[src/rtl/serial_peer_if.sv]
// -----------------------------------------------------------------------------
// serial_peer_if -- parallel-side handshake bundle for serial_peer.
//
// Transmit path : tx_data / tx_valid (from user) and tx_ready (from peer).
// Receive path  : rx_data / rx_valid / rx_frame_err / rx_overrun (from peer)
//                 and rx_ack (from user).
//
// Modports
//   master : the user logic that feeds bytes in and reads bytes out.
//   slave  : the serial_peer block itself.
// -----------------------------------------------------------------------------
interface serial_peer_if;
  logic [7:0] tx_data;
  logic       tx_valid;
  logic       tx_ready;
  logic [7:0] rx_data;
  logic       rx_valid;
  logic       rx_ack;
  logic       rx_frame_err;
  logic       rx_overrun;

  modport master (
    output tx_data, tx_valid, rx_ack,
    input  tx_ready, rx_data, rx_valid, rx_frame_err, rx_overrun
  );

  modport slave (
    input  tx_data, tx_valid, rx_ack,
    output tx_ready, rx_data, rx_valid, rx_frame_err, rx_overrun
  );
endinterface

[src/rtl/serial_peer.sv]
// -----------------------------------------------------------------------------
// serial_peer -- 8N1 serial peer for an SCC channel (async serial, LSB first).
//
// Ports
//   clk_14m  in   14.32 MHz master clock, single clock domain (rising edge)
//   reset    in   asynchronous, active-high reset
//   ser_rxd  in   serial line from SCC txd, idle high
//   ser_txd  out  serial line to SCC rxd, idle high (driven straight from a flop)
//   rts_n_i  in   SCC RTS, active low; low permits this peer to transmit
//   cts_n_o  out  to SCC CTS, active low; low means a byte can be accepted
//   bus      if   serial_peer_if.slave: tx/rx parallel handshakes
//
// Parameters
//   BAUD_DIV   clk_14m cycles per bit (4..65535), default 1491 = 9600 baud
//   FLOW_CTRL  1: transmitter start is gated by synchronized rts_n_i
//
// Build option
//   SERIAL_PEER_RX_FIFO_EN  defined   : 4-entry receive FIFO
//                           undefined : single holding register
// -----------------------------------------------------------------------------
module serial_peer #(
  parameter int unsigned BAUD_DIV  = 1491,
  parameter bit          FLOW_CTRL = 1'b1
) (
  input  logic          clk_14m,
  input  logic          reset,
  input  logic          ser_rxd,
  output logic          ser_txd,
  input  logic          rts_n_i,
  output logic          cts_n_o,
  serial_peer_if.slave  bus
);

  localparam logic [15:0] BIT_LAST  = 16'(BAUD_DIV - 1);
  localparam logic [15:0] HALF_LAST = 16'((BAUD_DIV / 2) - 1);

  typedef enum logic [2:0] {RX_IDLE, RX_START, RX_DATA, RX_STOP, RX_WAIT_HIGH} rx_state_t;
  typedef enum logic [1:0] {TX_IDLE, TX_START, TX_DATA, TX_STOP} tx_state_t;

  // ---------------------------------------------------------------------------
  // Input synchronizers. Reset to 1 so a held-in-reset line looks idle and
  // RTS looks deasserted. rxd_prev is one more stage used only for edge
  // detection on already-synchronized data.
  // ---------------------------------------------------------------------------
  logic rxd_s1, rxd_s2, rxd_prev;
  logic rts_s1, rts_s2;

  // NOTE: sequential state is always assigned with <= so every flop samples
  // pre-edge values regardless of process ordering.
  always_ff @(posedge clk_14m or posedge reset) begin
    if (reset) begin
      rxd_s1   <= 1'b1;
      rxd_s2   <= 1'b1;
      rxd_prev <= 1'b1;
      rts_s1   <= 1'b1;
      rts_s2   <= 1'b1;
    end else begin
      rxd_s1   <= ser_rxd;
      rxd_s2   <= rxd_s1;
      rxd_prev <= rxd_s2;
      rts_s1   <= rts_n_i;
      rts_s2   <= rts_s1;
    end
  end

  // ---------------------------------------------------------------------------
  // Receiver FSM
  // ---------------------------------------------------------------------------
  rx_state_t   rx_state, rx_next;
  logic [15:0] rx_cnt;
  logic [2:0]  rx_idx;
  logic [7:0]  rx_shift;
  logic        rx_tick;
  logic        rx_count_en, rx_bit_take, rx_done, rx_stop_bad;

  // START waits half a bit to land on the start-bit midpoint; every later
  // sample is a full bit period after the previous one.
  assign rx_tick = (rx_state == RX_START) ? (rx_cnt == HALF_LAST) : (rx_cnt == BIT_LAST);

  always_ff @(posedge clk_14m or posedge reset) begin
    if (reset) rx_state <= RX_IDLE;
    else       rx_state <= rx_next;
  end

  // NOTE: each combinational process assigns a default to every output first,
  // so no path through the case leaves a variable unassigned (no latches).
  always_comb begin
    rx_next = rx_state;
    unique case (rx_state)
      RX_IDLE:      if (rxd_prev && !rxd_s2) rx_next = RX_START;
      RX_START:     if (rx_tick) rx_next = rxd_s2 ? RX_IDLE : RX_DATA;  // high = glitch
      RX_DATA:      if (rx_tick && rx_idx == 3'd7) rx_next = RX_STOP;
      RX_STOP:      if (rx_tick) rx_next = rxd_s2 ? RX_IDLE : RX_WAIT_HIGH;
      RX_WAIT_HIGH: if (rxd_s2) rx_next = RX_IDLE;
      default:      rx_next = RX_IDLE;
    endcase
  end

  always_comb begin
    rx_count_en = 1'b0;
    rx_bit_take = 1'b0;
    rx_done     = 1'b0;
    rx_stop_bad = 1'b0;
    unique case (rx_state)
      RX_START: rx_count_en = 1'b1;
      RX_DATA: begin
        rx_count_en = 1'b1;
        rx_bit_take = rx_tick;
      end
      RX_STOP: begin
        rx_count_en = 1'b1;
        rx_done     = rx_tick && rxd_s2;
        rx_stop_bad = rx_tick && !rxd_s2;
      end
      default: ;
    endcase
  end

  always_ff @(posedge clk_14m or posedge reset) begin
    if (reset) begin
      rx_cnt   <= '0;
      rx_idx   <= '0;
      rx_shift <= '0;
    end else begin
      if (!rx_count_en || rx_tick) rx_cnt <= '0;
      else                         rx_cnt <= rx_cnt + 16'd1;

      if (rx_state == RX_IDLE) rx_idx <= '0;
      else if (rx_bit_take)    rx_idx <= rx_idx + 3'd1;

      if (rx_bit_take) rx_shift <= {rxd_s2, rx_shift[7:1]};  // LSB arrives first
    end
  end

  // ---------------------------------------------------------------------------
  // Receive storage. A pop in the same cycle frees a slot before the push is
  // judged, so a completion coinciding with rx_ack on full storage is kept.
  // ---------------------------------------------------------------------------
  logic       pop, push_ok, full;
  logic       rx_valid_w;
  logic [7:0] rx_data_w;
  logic       frame_err_q, overrun_q, cts_q;

  assign pop     = bus.rx_ack && rx_valid_w;
  assign push_ok = rx_done && (!full || pop);

`ifdef SERIAL_PEER_RX_FIFO_EN
  logic [7:0] fifo_mem [4];
  logic [1:0] wr_ptr, rd_ptr;
  logic [2:0] fifo_count;

  // NOTE: the storage array has no reset; only pointers and count do, and the
  // head is masked to 0 while empty, so stale contents are never visible.
  always_ff @(posedge clk_14m) begin
    if (push_ok) fifo_mem[wr_ptr] <= rx_shift;
  end

  always_ff @(posedge clk_14m or posedge reset) begin
    if (reset) begin
      wr_ptr     <= '0;
      rd_ptr     <= '0;
      fifo_count <= '0;
    end else begin
      if (push_ok) wr_ptr <= wr_ptr + 2'd1;
      if (pop)     rd_ptr <= rd_ptr + 2'd1;
      unique case ({push_ok, pop})
        2'b10:   fifo_count <= fifo_count + 3'd1;
        2'b01:   fifo_count <= fifo_count - 3'd1;
        default: fifo_count <= fifo_count;
      endcase
    end
  end

  assign full       = (fifo_count == 3'd4);
  assign rx_valid_w = (fifo_count != 3'd0);
  assign rx_data_w  = rx_valid_w ? fifo_mem[rd_ptr] : 8'h00;
`else
  logic       hold_valid;
  logic [7:0] hold_data;

  always_ff @(posedge clk_14m or posedge reset) begin
    if (reset) begin
      hold_valid <= 1'b0;
      hold_data  <= '0;
    end else if (push_ok) begin
      hold_valid <= 1'b1;
      hold_data  <= rx_shift;
    end else if (pop) begin
      hold_valid <= 1'b0;
    end
  end

  assign full       = hold_valid;
  assign rx_valid_w = hold_valid;
  assign rx_data_w  = hold_data;
`endif

  always_ff @(posedge clk_14m or posedge reset) begin
    if (reset) begin
      frame_err_q <= 1'b0;
      overrun_q   <= 1'b0;
      cts_q       <= 1'b1;
    end else begin
      frame_err_q <= rx_stop_bad;
      overrun_q   <= rx_done && full && !pop;
      cts_q       <= full;
    end
  end

  assign bus.rx_valid     = rx_valid_w;
  assign bus.rx_data      = rx_data_w;
  assign bus.rx_frame_err = frame_err_q;
  assign bus.rx_overrun   = overrun_q;
  assign cts_n_o          = cts_q;

  // ---------------------------------------------------------------------------
  // Transmitter FSM. The whole frame {stop, data, start} sits in a 10-bit
  // shift register whose bit 0 is the line, so ser_txd is a plain flop and
  // reset (all ones) forces the line high at once.
  // ---------------------------------------------------------------------------
  tx_state_t   tx_state, tx_next;
  logic [15:0] tx_cnt;
  logic [2:0]  tx_idx;
  logic [9:0]  tx_frame;
  logic        ready_en;
  logic        tx_tick, flow_ok;
  logic        tx_ready_w, tx_load, tx_shift_en;

  assign tx_tick = (tx_cnt == BIT_LAST);
  // RTS only gates the start of a frame; a frame in flight always completes.
  assign flow_ok = !FLOW_CTRL || !rts_s2;

  always_ff @(posedge clk_14m or posedge reset) begin
    if (reset) tx_state <= TX_IDLE;
    else       tx_state <= tx_next;
  end

  always_comb begin
    tx_next = tx_state;
    unique case (tx_state)
      TX_IDLE:  if (tx_ready_w && bus.tx_valid) tx_next = TX_START;
      TX_START: if (tx_tick) tx_next = TX_DATA;
      TX_DATA:  if (tx_tick && tx_idx == 3'd7) tx_next = TX_STOP;
      TX_STOP:  if (tx_tick) tx_next = TX_IDLE;
      default:  tx_next = TX_IDLE;
    endcase
  end

  always_comb begin
    tx_ready_w  = 1'b0;
    tx_load     = 1'b0;
    tx_shift_en = 1'b0;
    unique case (tx_state)
      TX_IDLE: begin
        tx_ready_w = ready_en && flow_ok;
        tx_load    = tx_ready_w && bus.tx_valid;
      end
      default: tx_shift_en = tx_tick;
    endcase
  end

  always_ff @(posedge clk_14m or posedge reset) begin
    if (reset) begin
      tx_cnt   <= '0;
      tx_idx   <= '0;
      tx_frame <= '1;
      ready_en <= 1'b0;
    end else begin
      ready_en <= 1'b1;  // holds tx_ready low while reset is asserted

      if (tx_state == TX_IDLE || tx_tick) tx_cnt <= '0;
      else                                tx_cnt <= tx_cnt + 16'd1;

      if (tx_state != TX_DATA) tx_idx <= '0;
      else if (tx_tick)        tx_idx <= tx_idx + 3'd1;

      if (tx_load)          tx_frame <= {1'b1, bus.tx_data, 1'b0};
      else if (tx_shift_en) tx_frame <= {1'b1, tx_frame[9:1]};
    end
  end

  assign ser_txd      = tx_frame[0];
  assign bus.tx_ready = tx_ready_w;

endmodule

[src/flat_wrapper.sv]
// flat-port wrapper written by rule: the top's interface ports become plain ports
module serial_peer_flat 
#(
  parameter int unsigned BAUD_DIV  = 1491,
  parameter bit          FLOW_CTRL = 1'b1
)
  (clk_14m, reset, ser_rxd, ser_txd, rts_n_i, cts_n_o, bus_tx_data, bus_tx_valid, bus_rx_ack, bus_tx_ready, bus_rx_data, bus_rx_valid, bus_rx_frame_err, bus_rx_overrun);
  serial_peer_if bus_i ();
  input  logic clk_14m;
  input  logic reset;
  input  logic ser_rxd;
  output logic ser_txd;
  input  logic rts_n_i;
  output logic cts_n_o;
  input wire logic [$bits(bus_i.tx_data)-1:0] bus_tx_data;
  input wire logic [$bits(bus_i.tx_valid)-1:0] bus_tx_valid;
  input wire logic [$bits(bus_i.rx_ack)-1:0] bus_rx_ack;
  output wire logic [$bits(bus_i.tx_ready)-1:0] bus_tx_ready;
  output wire logic [$bits(bus_i.rx_data)-1:0] bus_rx_data;
  output wire logic [$bits(bus_i.rx_valid)-1:0] bus_rx_valid;
  output wire logic [$bits(bus_i.rx_frame_err)-1:0] bus_rx_frame_err;
  output wire logic [$bits(bus_i.rx_overrun)-1:0] bus_rx_overrun;
  assign bus_i.tx_data = bus_tx_data;
  assign bus_i.tx_valid = bus_tx_valid;
  assign bus_i.rx_ack = bus_rx_ack;
  assign bus_tx_ready = bus_i.tx_ready;
  assign bus_rx_data = bus_i.rx_data;
  assign bus_rx_valid = bus_i.rx_valid;
  assign bus_rx_frame_err = bus_i.rx_frame_err;
  assign bus_rx_overrun = bus_i.rx_overrun;
  serial_peer #(.BAUD_DIV(BAUD_DIV), .FLOW_CTRL(FLOW_CTRL)) u_core (.clk_14m(clk_14m), .reset(reset), .ser_rxd(ser_rxd), .ser_txd(ser_txd), .rts_n_i(rts_n_i), .cts_n_o(cts_n_o), .bus(bus_i));
endmodule
[config.mk]
export PLATFORM = sky130hd
export DESIGN_NAME = serial_peer_flat
export DESIGN_NICKNAME = d
export VERILOG_FILES = /design/src/rtl/serial_peer_if.sv /design/src/rtl/serial_peer.sv /design/src/flat_wrapper.sv
export SDC_FILE = /design/constraint.sdc
export NUM_CORES = 1
export LEC_CHECK = 0
export CORE_MARGIN = 4
export CORE_UTILIZATION = 35
export DETAILED_ROUTE_END_ITERATION = 10
export DONT_BUFFER_PORTS = 1
export GPL_TIMING_DRIVEN = 0
export SKIP_CTS_REPAIR_TIMING = 1
export SLEW_MARGIN = 40
export SYNTH_ARGS = -nofsm -noshare
export SYNTH_HDL_FRONTEND = slang
export SYNTH_SLANG_ARGS = --single-unit
[constraint.sdc]
create_clock -name clk_14m -period 5.2 [get_ports clk_14m]
set_input_delay 1.04 -clock clk_14m [delete_from_list [all_inputs] [get_ports clk_14m]]
set_output_delay 1.04 -clock clk_14m [all_outputs]
set_load 0.02 [all_outputs]
==> summary by stage <==
Floorplanning
The initialized floorplan defines 37 standard-cell rows. The die covers 0.0122 sq mm. The floorplan die width is 111 um. The vertical extent of the die is 111 um. In this run the standard cell core region covers 0.0103 sq mm. The I/O pin count is 28. Once the floorplan was initialized, standard cells occupied 35.9% of the core.

Worst setup path
The critical path goes through inv_1 -> ha_1 -> or4b_2 -> or4_1 -> clkbuf_1 -> nand2b_1 -> clkbuf_1 -> buf_2 -> nor2_1. The highest fanout seen on the critical path is 10. The data required time at the worst endpoint is 5.43 ns.

The startpoint type of the worst setup path is a flop. On the worst path, the slowest cell contributes a delay of 0.59 ns. Counting stages on the worst path, the most repeated cell is sky130_fd_sc_hd__clkbuf_1. The largest individual stage delay along the critical path comes from the cell sky130_fd_sc_hd__or4b_2.

The sort of element at the end of the critical path is a flop. The type of the worst setup path is flop to flop. The data arrival time at the worst-slack endpoint is 3.02 ns.

Finish
The number of inserted diodes is 0. Of the cells placed in the final design, the portion with a size suffix greater than 1 is 18.5%. The post-synthesis to final-layout area growth is 11.5%. In the final layout, the multi-input gates occupy 0.00163 sq mm. After filler insertion, the fill cell instance count of the layout stands at 1018. The library cell used most frequently in the layout, excluding fill and tap cells, is sky130_fd_sc_hd__dfrtp_1.

In the final layout, flip-flops and latches occupy 0.00197 sq mm. The library cells used most frequently in the layout, excluding fill and tap cells, are sky130_fd_sc_hd__dfrtp_1 (63), sky130_fd_sc_hd__nor2_1 (56), sky130_fd_sc_hd__nand3_1 (21). For this run, the number of standard cells in the final layout without fillers is 487. The net count of the finished layout is 371.

Global route
The initial antenna violation count was 1. The wire length of the first global-routing pass is 11.6 mm. The via count of the first global-routing pass came to 2458.

The overall track demand over capacity in global routing is 11.3%. The total overflow left after global routing is 0. The pin count of the biggest net entering global routing is 53.

STA
The fraction of the cycle the final worst path needs is 53.6%. The max-slew violation count was 0. The time the worst path needs with I/O delays and setup is 2.79 ns. The worst slack on hold paths is 0.358 ns. The hold violation count in the final report was 0. The maximum clock frequency is 359 MHz.

The remaining max-slew budget at the tightest pin is 53.6%. Setup slack closes at 2.41 ns. The largest clock skew in the final design is 0.0117 ns. The post-route setup TNS is 0 ns.

For the pin with the worst max-slew slack, the measured transition is 0.690 ns. Setup repair after global routing left no endpoint under its margin. The final setup violation count is 0.

Clocking
The count of clock tree sinks is 78. CTS placed an instance of sky130_fd_sc_hd__clkbuf_8 at the clock tree root. Clock-pin slew was measured on the worst setup and hold paths at 0.08 ns. The number of buffers added by the clock tree synthesis step is 9.

The maximum clock path buffer count is 2. The CTS tree is yes. The number of H-tree levels is 3. At the later pin of the worst-skew pair, clock insertion delay measures 0.35 ns.

Power and ir drop
Per report_power, the sequential group accounts for 49.7% of the total. The cell-internal power is 1.12 mW. Of the total power, the clock network draws 30.9%. The combinational share of power is 19.4%. The fraction of power spent switching nets is 29.8%.

The completed layout was analyzed and its total power is 1.60 mW. The analysis attributes to net switching a power of 477 uW. The total leakage power is 1.89 nW. VDD sags by at most 224 uV. Power spread over the standard cell area amounts to 390 mW/mm^2.

Route
The violation count after the first detailed-routing iteration is 70. The mean routed wirelength per cell is 13.2 um. The ratio of routed vias to standard cells is 4.85. The routed layout has 2360 vias. The number of nets still failing antenna checks after routing is 0. The post-detailed-route DRC marker count is 0. The detailed-router iteration count before antenna repair is 4.

The final wirelength is 6.41 mm.

Synth
Counting flops with a built-in enable in the synthesized netlist gives 0. Yosys printed 0 warnings. Synthesis handed over a netlist of 334 instances. After synthesis the netlist holds a flip-flop and latch count of 78. The average instance in the mapped netlist occupies 11.0 sq um. The prevailing post-synth register cell is sky130_fd_sc_hd__dfrtp_1.

The share of synthesized area occupied by flip-flops and latches is 53.5%. The net count of the mapped netlist is 359. After synthesis, the share of flip-flops with an asynchronous set or reset is 100%. In this run the cell area of the synthesized design comes to 0.00369 sq mm.

Synthesis instantiated 48 different standard cells from the library.

Place
The number of buffers inserted by port buffering is 0. After detailed placement, the design holds a cell count of 471. Summed over all nets, the half-perimeter wirelength after detailed placement is 4.52 mm. The routability-driven placement congestion ratio is 0.803. At the placement stage, the worst setup path has a slack of 2.40 ns.

Job
Max-cap violations in this run came to 0.

Run status
The run finished with clean final reports.

Worst hold path
In this run the worst hold path is classified as flop to flop.
-- cell families (layout without fill, tap and decap cells) --
kind of cell,count (synthesis),count (layout),share of synthesized area [%]
AND/OR/NAND/NOR,143,143,19.5
flip-flops,78,78,53.5
XOR/XNOR,29,29,6.89
multiplexers,27,27,8.76
AO/OA/AOI/OAI,26,26,5.30
buffers and inverters,19,36,2.24
adder cells (fa/ha/maj),11,11,3.73
other,1,1,0.102
-- worst paths after layout --
path | from | end | slack [ns] | depth (start not counted)
setup / recovery | u_core.tx_cnt[0]$_DFF_PP0_ | u_core.tx_cnt[7]$_DFF_PP0_ | 2.41 | 9
hold / removal | u_core.rxd_s1$_DFF_PP1_ | u_core.rxd_s2$_DFF_PP1_ | 0.36 | 0
setup reg to reg | u_core.tx_cnt[0]$_DFF_PP0_ | u_core.tx_cnt[7]$_DFF_PP0_ | 2.41 | 9
hold reg to reg | u_core.rxd_s1$_DFF_PP1_ | u_core.rxd_s2$_DFF_PP1_ | 0.36 | 0
max in group asynchronous | reset | u_core.cts_n_o$_DFF_PP1_ | 4.12 | 2
min in group asynchronous | reset | u_core.tx_cnt[9]$_DFF_PP0_ | 0.50 | 1
-- power groups by stage --
stage / Sequential, mW / Combinational, mW / Clock, mW
5_1_grt: 0.812 / 0.362 / 0.540
3_3_place_gp: 0.806 / 0.306 / 0
6_report: 0.796 / 0.311 / 0.495
3_5_place_dp: 0.809 / 0.318 / 0
2_1_floorplan: 0.789 / 0.260 / 0
4_1_cts: 0.797 / 0.321 / 0.514
-- synthesized netlist by cell type, types with 2 or more instances --
cell type	count	area, sq um
sky130_fd_sc_hd__dfrtp_1	63	1580
sky130_fd_sc_hd__nor2_1	56	210
sky130_fd_sc_hd__nand3_1	21	105
sky130_fd_sc_hd__nand2_1	20	75.1
sky130_fd_sc_hd__xor2_1	16	140
sky130_fd_sc_hd__dfstp_2	15	394
sky130_fd_sc_hd__xnor2_1	13	114
sky130_fd_sc_hd__ha_1	11	138
sky130_fd_sc_hd__mux2_2	10	113
sky130_fd_sc_hd__a21oi_1	9	45.0
sky130_fd_sc_hd__mux2i_1	9	90.1
sky130_fd_sc_hd__inv_1	8	30.0
sky130_fd_sc_hd__mux2_4	8	120
sky130_fd_sc_hd__clkbuf_1	7	26.3
sky130_fd_sc_hd__nor3_1	7	35.0
sky130_fd_sc_hd__and3_1	6	37.5
sky130_fd_sc_hd__nand4_1	6	37.5
sky130_fd_sc_hd__nand2b_1	5	31.3
sky130_fd_sc_hd__buf_2	3	15.0
sky130_fd_sc_hd__o211ai_1	3	22.5
sky130_fd_sc_hd__or2_2	3	18.8
sky130_fd_sc_hd__a21boi_0	2	15.0
sky130_fd_sc_hd__and3b_1	2	17.5
sky130_fd_sc_hd__o21ai_0	2	10.0
sky130_fd_sc_hd__o21bai_1	2	15.0
sky130_fd_sc_hd__o22a_1	2	17.5
sky130_fd_sc_hd__or3_1	2	12.5
sky130_fd_sc_hd__or4_1	2	15.0
sky130_fd_sc_hd__or4b_2	2	20.0
-- metrics by stage --
stage / instance area (sq um) / util (%)
after floorplan: 3690 / -
after global placement: 3860 / 37.5
after detailed placement: 3890 / 37.8
after CTS: 4110 / 40.0
after global routing: 4110 / 40.0
final: 4110 / 40.0
-- sequential cells by signal, indices dropped and copies added (netlist names) --
| signal | count |
|---|---|
| u_core.rxd_s2 | 1 |
| u_core.tx_state | 2 |
| u_core.bus.rx_valid | 1 |
| u_core.ready_en | 1 |
| u_core.rx_shift | 8 |
| u_core.rts_s2 | 1 |
| u_core.rx_cnt | 16 |
| u_core.rx_idx | 3 |
| u_core.bus.rx_data | 8 |
| u_core.tx_cnt | 16 |
| u_core.bus.rx_overrun | 1 |
| u_core.tx_frame | 9 |
| u_core.rxd_s1 | 1 |
| u_core.rxd_prev | 1 |
| u_core.rts_s1 | 1 |
| u_core.rx_state | 3 |
| u_core.bus.rx_frame_err | 1 |
| u_core.tx_idx | 3 |
| u_core.cts_n_o | 1 |
-- worst max-delay path, delay by kind of cell (launching register included) --
family / cells / cell delay, ns
adders and majority gates: 1 / 0.14
buffers and inverters: 4 / 0.82
DFF: 1 / 0.44
and+or+nand+nor: 4 / 1.28
-- layout make-up --
cell class	count	share of cell area, %
Clock inverter	7	2.40
Clock buffer	9	3.01
Tap cell	136	4.14
Multi-Input combinational cell	237	39.7
Timing Repair Buffer	1	0.670
Buffer	11	1.28
Sequential cell	78	47.9
Inverter	8	0.852
-- metal layers --
layer	GRT usage (%)	vias to the layer above	routed length, um
li1	-	1167	-
met1	14.4	1155	2960
met4	3.45	2	96
met5	0	-	7
met3	3.34	10	215
met2	18.6	26	3130
No activity file was read; power rests on OpenSTA's default activity.
